===== config.mk =====
export PLATFORM = sky130hd
export DESIGN_NAME = orbit_step_ctrl
export DESIGN_NICKNAME = d
export VERILOG_FILES = /design/src/rtl/orbit_step_ctrl.sv
export SDC_FILE = /design/constraint.sdc
export NUM_CORES = 1
export LEC_CHECK = 0
export CAP_MARGIN = 25
export CORE_MARGIN = 1.5
export CORE_UTILIZATION = 55
export DETAILED_ROUTE_END_ITERATION = 10
export PLACE_DENSITY = 0.85
export SYNTH_ARGS = -nofsm -noshare
export SYNTH_HDL_FRONTEND = slang
export SYNTH_SLANG_ARGS = --single-unit

===== constraint.sdc =====
create_clock -name clk -period 3.1 [get_ports clk]
set_input_delay 0.31 -clock clk [delete_from_list [all_inputs] [get_ports clk]]
set_output_delay 0.31 -clock clk [all_outputs]
set_load 0.01 [all_outputs]

===== src/rtl/orbit_step_ctrl.sv =====
// orbit_step_ctrl: micro-sequencer that drives one shared FP ALU and a
// 16-entry state register file through N semi-implicit Euler steps.
// One ALU op is in flight at a time: ISSUE -> WAIT -> WRITE, 17 ops per step.
module orbit_step_ctrl #(
  parameter int STEP_W  = 16,
  parameter int TIMEOUT = 255,
  parameter int TO_W    = 8
) (
  input  logic              clk,
  input  logic              rst_n,
  input  logic              start,
  input  logic [STEP_W-1:0] num_steps,
  input  logic              abort,
  output logic              busy,
  output logic              done,
  output logic              error,
  output logic              op_valid,
  input  logic              op_ready,
  output logic [1:0]        op_code,
  output logic [3:0]        op_a,
  output logic [3:0]        op_b,
  input  logic              res_valid,
  output logic              wr_en,
  output logic [3:0]        wr_addr,
  output logic [STEP_W-1:0] step_idx,
  output logic              pos_strobe
);

  localparam logic [1:0]        OP_ADD   = 2'd0;
  localparam logic [1:0]        OP_SUB   = 2'd1;
  localparam logic [1:0]        OP_MUL   = 2'd2;
  localparam logic [1:0]        OP_ISQ   = 2'd3;
  localparam logic [4:0]        LAST_PC  = 5'd16;
  localparam logic [TO_W-1:0]   TO_LAST  = TO_W'(TIMEOUT - 1);
  localparam logic [TO_W-1:0]   TO_ONE   = TO_W'(1);
  localparam logic [STEP_W-1:0] STEP_ONE = STEP_W'(1);

  typedef enum logic [2:0] {
    S_IDLE     = 3'd0,
    S_ISSUE    = 3'd1,
    S_WAIT     = 3'd2,
    S_WRITE    = 3'd3,
    S_STEP_END = 3'd4,
    S_ERR      = 3'd5
  } state_t;

  typedef struct packed {
    logic [1:0] op;
    logic [3:0] dst;
    logic [3:0] a;
    logic [3:0] b;
  } instr_t;

  // One Euler step: r2 = x^2+y^2, inv = GM/r^3, a = -inv*pos (folded into SUB),
  // velocity update first, then position uses the new velocity.
  function automatic instr_t prog_rom(input logic [4:0] pc);
    instr_t ins;
    case (pc)
      5'd0:    ins = {OP_MUL, 4'd5,  4'd0, 4'd0};
      5'd1:    ins = {OP_MUL, 4'd11, 4'd1, 4'd1};
      5'd2:    ins = {OP_ADD, 4'd4,  4'd5, 4'd11};
      5'd3:    ins = {OP_ISQ, 4'd6,  4'd4, 4'd4};
      5'd4:    ins = {OP_MUL, 4'd5,  4'd6, 4'd6};
      5'd5:    ins = {OP_MUL, 4'd6,  4'd5, 4'd6};
      5'd6:    ins = {OP_MUL, 4'd5,  4'd6, 4'd9};
      5'd7:    ins = {OP_MUL, 4'd7,  4'd0, 4'd5};
      5'd8:    ins = {OP_MUL, 4'd8,  4'd1, 4'd5};
      5'd9:    ins = {OP_MUL, 4'd11, 4'd7, 4'd10};
      5'd10:   ins = {OP_SUB, 4'd2,  4'd2, 4'd11};
      5'd11:   ins = {OP_MUL, 4'd11, 4'd8, 4'd10};
      5'd12:   ins = {OP_SUB, 4'd3,  4'd3, 4'd11};
      5'd13:   ins = {OP_MUL, 4'd11, 4'd2, 4'd10};
      5'd14:   ins = {OP_ADD, 4'd0,  4'd0, 4'd11};
      5'd15:   ins = {OP_MUL, 4'd11, 4'd3, 4'd10};
      5'd16:   ins = {OP_ADD, 4'd1,  4'd1, 4'd11};
      default: ins = {OP_ADD, 4'd0,  4'd0, 4'd0};
    endcase
    return ins;
  endfunction

  state_t              state_q, state_d;
  logic [4:0]          pc_q, pc_d;
  logic [STEP_W-1:0]   step_q, step_d;
  logic [STEP_W-1:0]   nsteps_q, nsteps_d;
  logic [TO_W-1:0]     to_q, to_d;
  logic                error_q, error_d;
  logic                busy_q, busy_d;
  logic                done_q, done_d;
  logic                pos_q, pos_d;
  logic                op_valid_q, op_valid_d;
  logic [1:0]          op_code_q, op_code_d;
  logic [3:0]          op_a_q, op_a_d;
  logic [3:0]          op_b_q, op_b_d;
  logic                wr_en_q, wr_en_d;
  logic [3:0]          wr_addr_q, wr_addr_d;
  logic [STEP_W-1:0]   step_inc;
  instr_t              ins_d;

  assign step_inc = step_q + STEP_ONE;

  // Next-state and next-output logic; outputs are derived from the next state
  // so every output leaves a flop and is valid in the cycle of its state.
  always_comb begin
    state_d  = state_q;
    pc_d     = pc_q;
    step_d   = step_q;
    nsteps_d = nsteps_q;
    to_d     = to_q;
    error_d  = error_q;
    done_d   = 1'b0;
    pos_d    = 1'b0;

    if (abort) begin
      state_d = S_IDLE;
    end else begin
      case (state_q)
        S_IDLE, S_ERR: begin
          if (start) begin
            error_d  = 1'b0;
            nsteps_d = num_steps;
            step_d   = '0;
            pc_d     = 5'd0;
            if (num_steps != '0) begin
              state_d = S_ISSUE;
            end else begin
              state_d = S_IDLE;
              done_d  = 1'b1;
            end
          end else begin
            state_d = state_q;
          end
        end
        S_ISSUE: begin
          if (op_ready) begin
            state_d = S_WAIT;
            to_d    = '0;
          end else begin
            state_d = S_ISSUE;
          end
        end
        S_WAIT: begin
          if (res_valid) begin
            state_d = S_WRITE;
          end else if (to_q == TO_LAST) begin
            state_d = S_ERR;
            error_d = 1'b1;
          end else begin
            to_d = to_q + TO_ONE;
          end
        end
        S_WRITE: begin
          if (pc_q == LAST_PC) begin
            // step_idx advances as STEP_END is entered; done rides with it
            state_d = S_STEP_END;
            step_d  = step_inc;
            pos_d   = 1'b1;
            done_d  = (step_inc == nsteps_q);
          end else begin
            state_d = S_ISSUE;
            pc_d    = pc_q + 5'd1;
          end
        end
        S_STEP_END: begin
          if (step_q == nsteps_q) begin
            state_d = S_IDLE;
          end else begin
            state_d = S_ISSUE;
            pc_d    = 5'd0;
          end
        end
        default: begin
          state_d = S_IDLE;
        end
      endcase
    end

    ins_d      = prog_rom(pc_d);
    busy_d     = (state_d != S_IDLE) && (state_d != S_ERR);
    op_valid_d = (state_d == S_ISSUE);
    wr_en_d    = (state_d == S_WRITE);
    if (op_valid_d) begin
      op_code_d = ins_d.op;
      op_a_d    = ins_d.a;
      op_b_d    = ins_d.b;
    end else begin
      op_code_d = 2'd0;
      op_a_d    = 4'd0;
      op_b_d    = 4'd0;
    end
    if (wr_en_d) begin
      wr_addr_d = ins_d.dst;
    end else begin
      wr_addr_d = 4'd0;
    end
  end

  // State, sequencing counters and registered outputs.
  always_ff @(posedge clk or negedge rst_n) begin
    if (!rst_n) begin
      state_q    <= S_IDLE;
      pc_q       <= 5'd0;
      step_q     <= '0;
      nsteps_q   <= '0;
      to_q       <= '0;
      error_q    <= 1'b0;
      busy_q     <= 1'b0;
      done_q     <= 1'b0;
      pos_q      <= 1'b0;
      op_valid_q <= 1'b0;
      op_code_q  <= 2'd0;
      op_a_q     <= 4'd0;
      op_b_q     <= 4'd0;
      wr_en_q    <= 1'b0;
      wr_addr_q  <= 4'd0;
    end else begin
      state_q    <= state_d;
      pc_q       <= pc_d;
      step_q     <= step_d;
      nsteps_q   <= nsteps_d;
      to_q       <= to_d;
      error_q    <= error_d;
      busy_q     <= busy_d;
      done_q     <= done_d;
      pos_q      <= pos_d;
      op_valid_q <= op_valid_d;
      op_code_q  <= op_code_d;
      op_a_q     <= op_a_d;
      op_b_q     <= op_b_d;
      wr_en_q    <= wr_en_d;
      wr_addr_q  <= wr_addr_d;
    end
  end

  assign busy       = busy_q;
  assign done       = done_q;
  assign error      = error_q;
  assign op_valid   = op_valid_q;
  assign op_code    = op_code_q;
  assign op_a       = op_a_q;
  assign op_b       = op_b_q;
  assign wr_en      = wr_en_q;
  assign wr_addr    = wr_addr_q;
  assign step_idx   = step_q;
  assign pos_strobe = pos_q;

endmodule


==> impl_metrics.env, run 1 <==
export IMPL_drtPass1Iterations=5
export IMPL_ys_seq_area_share_pct=40.5
export IMPL_num_rows=31
export IMPL_synthCells=447
export IMPL_cp_startpoint="step_idx[9]"
export IMPL_port_buffers=57
export IMPL_clock_fmax_mhz=343
export IMPL_clock_skew_ns=0.00644
export IMPL_initial_core_util_pct=57.4
export IMPL_drive_gt1_share_pct=14.6
export IMPL_first_global_vias=3609
export IMPL_nNetsFinal=545
export IMPL_cts_max_level=3
export IMPL_arrival_ns=3.21
export IMPL_yosys_cell_types_count=73
export IMPL_path_max_fanout=7
export IMPL_design_area_um2=5110
export IMPL_insertion_delay_ns=0.36
export IMPL_status="completed"
export IMPL_ys_warn_count=0
export IMPL_cts_made_buffers=9
export IMPL_antenna_cells=0
export IMPL_grt_max_degree=26
export IMPL_chipHeight_um=90.5
export IMPL_fin_crit_sh_pct=94.1
export IMPL_startpoint_type="register"
export IMPL_ctsLongestPathBuffers=2
export IMPL_path_cells="xor2_1 > or4_4 > nor4_4 > nand2_2 > a21oi_4 > inv_1 > ha_1 > mux2i_1 > o221ai_2 > a21oi_2"
export IMPL_cts_setup_buffers=0
export IMPL_hold_viol=0
export IMPL_avgViaCountPerCell=6.07
export IMPL_tritoncts="built"
export IMPL_dieArea_um2=8180
export IMPL_drt_initial_drc_count=244
export IMPL_r2r_slack_ns=0.18
export IMPL_setup_viol_count_final=0
export IMPL_syn_to_final_growth_pct=21.6
export IMPL_drt_wl_total_um=10400
export IMPL_ios=58
export IMPL_grt_pass1_wl_um=17500
export IMPL_grt_most_used_layer="met2"
export IMPL_track_usage_pct=26.6
export IMPL_synthArstFlopShare_pct=100
export IMPL_tightest_slew_ns=0.624
export IMPL_ir_drop_mv=0.321
export IMPL_grt_ovfl_total=0
export IMPL_rr_worst_depth=10
export IMPL_post_dp_hpwl_um=7480
export IMPL_cp_end_kind="register"
export IMPL_drc_errors=0
export IMPL_use_met1_pct=33.9
export IMPL_die_x_um=90.5
export IMPL_gp_congestion=0.909
export IMPL_p_per_area_nw_per_um2=446
export IMPL_synth_ff_type="dfrtp_1"
export IMPL_cap_violations=0
export IMPL_r2r_start="step_idx[9]"
export IMPL_criticalPathCategory="register to register"
export IMPL_wl_per_cell_um=16.9
export IMPL_cp_required_ns=3.39
export IMPL_syn_area_um2=4210
export IMPL_antenna_found_initial=0
export IMPL_ant_nets=0
export IMPL_num_vias=3725
export IMPL_use_met3_pct=4.04
export IMPL_synth_edf_count=0
export IMPL_synth_avg_cell_area_um2=9.41
export IMPL_synth_seq_cells=68
export IMPL_grtUsageMet2_pct=44.7
export IMPL_hp_class="primary input to async pin"
export IMPL_period_needed_ns=2.92
export IMPL_cpPeakStageDelay_ns=0.57
export IMPL_slew_headroom_pct=58.2
export IMPL_endpoint="op_a[0]"
export IMPL_placed_area_um2=4890
export IMPL_cpMaxStageDelayCell="or4_4"
export IMPL_clk_pin_slew_ns=0.07
export IMPL_slew_viol_final=0
export IMPL_reg2reg_to="op_a[0]"
export IMPL_power_mw=2.28
export IMPL_cts_sinks=68
export IMPL_core_area_um2=7330
export IMPL_p_leak_nw=2.16
export IMPL_clk_root_buffer_cell="clkbuf_8"
export IMPL_syn_nets=482
[layout by cell type (no fill, tap or decap), types with 11 or more instances in the layout]
| cell | instances |
|---|---|
| nor2_1 | 48 |
| and3_1 | 13 |
| xor2_1 | 18 |
| buf_4 | 16 |
| xnor2_1 | 13 |
| mux2_2 | 16 |
| clkdlybuf4s50_1 | 56 |
| a21oi_1 | 15 |
| o21ai_0 | 33 |
| inv_1 | 16 |
| o31ai_1 | 11 |
| nand3_1 | 13 |
| nand2_1 | 35 |
| clkbuf_8 | 11 |
| ha_1 | 13 |
| dfrtp_1 | 67 |
[critical path: cells and delay by family, from the launching register on]
family          cells  cell delay (ns)
xor+xnor            1             0.20
fa+ha+maj           1             0.33
mux                 1             0.27
buf+inv             1             0.13
compound gates      3             0.55
simple gates        3             0.91
flops               1             0.44
[stage by stage]
step                      instances  setup WS (ns)  hold slack (ns)  TNS [ns]  utilization [%]
after floorplan                 447          0.281           0.0144         0                -
after global placement          597          0.138            0.339         0             66.8
after detailed placement        597        -0.0178            0.347   -0.0178             66.8
after CTS                       614          0.122            0.485         0             69.7
after global routing            614        -0.0137            0.517   -0.0137             69.8
final                           614          0.184            0.479         0             69.8
[flip-flops by register name (all words and copies together) (netlist names), 2 cells and up]
signal and cells:
wr_addr 4, step_idx 16, to_q 8, op_b 4, nsteps_q 16, op_a 4
op_code 2, pc_q 5, state_q 3
[cells by family (layout without fill, tap and decap cells)]
family / count (synthesis) / in the layout / synth area share, %
simple gates: 162 / 162 / 20.0
compound gates: 110 / 110 / 18.5
flops: 68 / 68 / 40.5
buf+inv: 41 / 109 / 4.91
xor+xnor: 31 / 31 / 6.45
mux: 22 / 22 / 5.83
fa+ha+maj: 13 / 13 / 3.87
[Yosys cell counts, types with 4 or more instances]
cell type	n	area share [%]
a21oi_1	15	1.8
a21oi_2	4	0.83
a22oi_1	4	0.71
a31oi_1	4	0.59
and3_1	13	1.9
buf_2	5	0.59
buf_6	4	1.1
clkbuf_1	12	1.1
dfrtp_1	68	40
ha_1	13	3.9
inv_1	16	1.4
mux2_2	16	4.3
mux2i_1	5	1.2
nand2_1	35	3.1
nand2b_1	6	0.89
nand3_1	13	1.5
nand4_1	5	0.74
nor2_1	48	4.3
nor3_1	8	0.95
nor4_1	5	0.74
o21ai_0	33	3.9
o31ai_1	11	2.0
xnor2_1	13	2.7
xor2_1	18	3.7
[area by class of cell]
class | count | area, µm²
clock buffers | 12 | 155
repair buffers | 74 | 696
fillers | 528 | 2220
inverters | 19 | 83.8
flip-flops and latches | 68 | 1700
multi-input cells | 338 | 2310
clock inverters | 4 | 47.5
well taps | 99 | 124
[power breakdown]
| part | internal [mW] | switching (mW) | leakage [nW] | total [mW] |
|---|---|---|---|---|
| combinational | 0.228 | 0.271 | 1.15 | 0.499 |
| clock | 0.413 | 0.346 | 0.102 | 0.758 |
| sequential | 0.960 | 0.0646 | 0.906 | 1.02 |
| total | 1.60 | 0.682 | 2.16 | 2.28 |
[metal layers]
layer / wire [µm] / part of all wire (%)
met5: 0 / 0
met1: 4380 / 42
met4: 257 / 2.5
met3: 609 / 5.9
met2: 5110 / 49
[worst min-delay path by stage]
| stage | endpoint | slack, ns | cells after the start |
|---|---|---|---|
| floorplan | busy | 0.01 | 0 |
| global placement | nsteps_q[4] | 0.34 | 1 |
| detailed placement | nsteps_q[4] | 0.35 | 1 |
| CTS | to_q[6] | 0.49 | 1 |
| global route | to_q[6] | 0.52 | 1 |
| finish | nsteps_q[4] | 0.48 | 2 |
[what timing repair did]
item | CTS | global route
hold buffers | 1 | 0
hold endpoints to repair | 23 | 0
resized for setup | 0 | 2
setup endpoints to repair | 0 | 4
Note: power is estimated with default switching activity, not from simulation.
==> run 2: changes to the inputs <==
Settings changed: ABC_CLOCK_PERIOD_IN_PS set to 3100.
==> results of run 2 <==
The final DEF is identical to that of run 1; final timing and power are the same.
==> run 3: changes to the inputs <==
Settings changed: ABC_AREA set to 0.
==> results of run 3 <==
The final DEF is identical to that of run 1; final timing and power are the same.
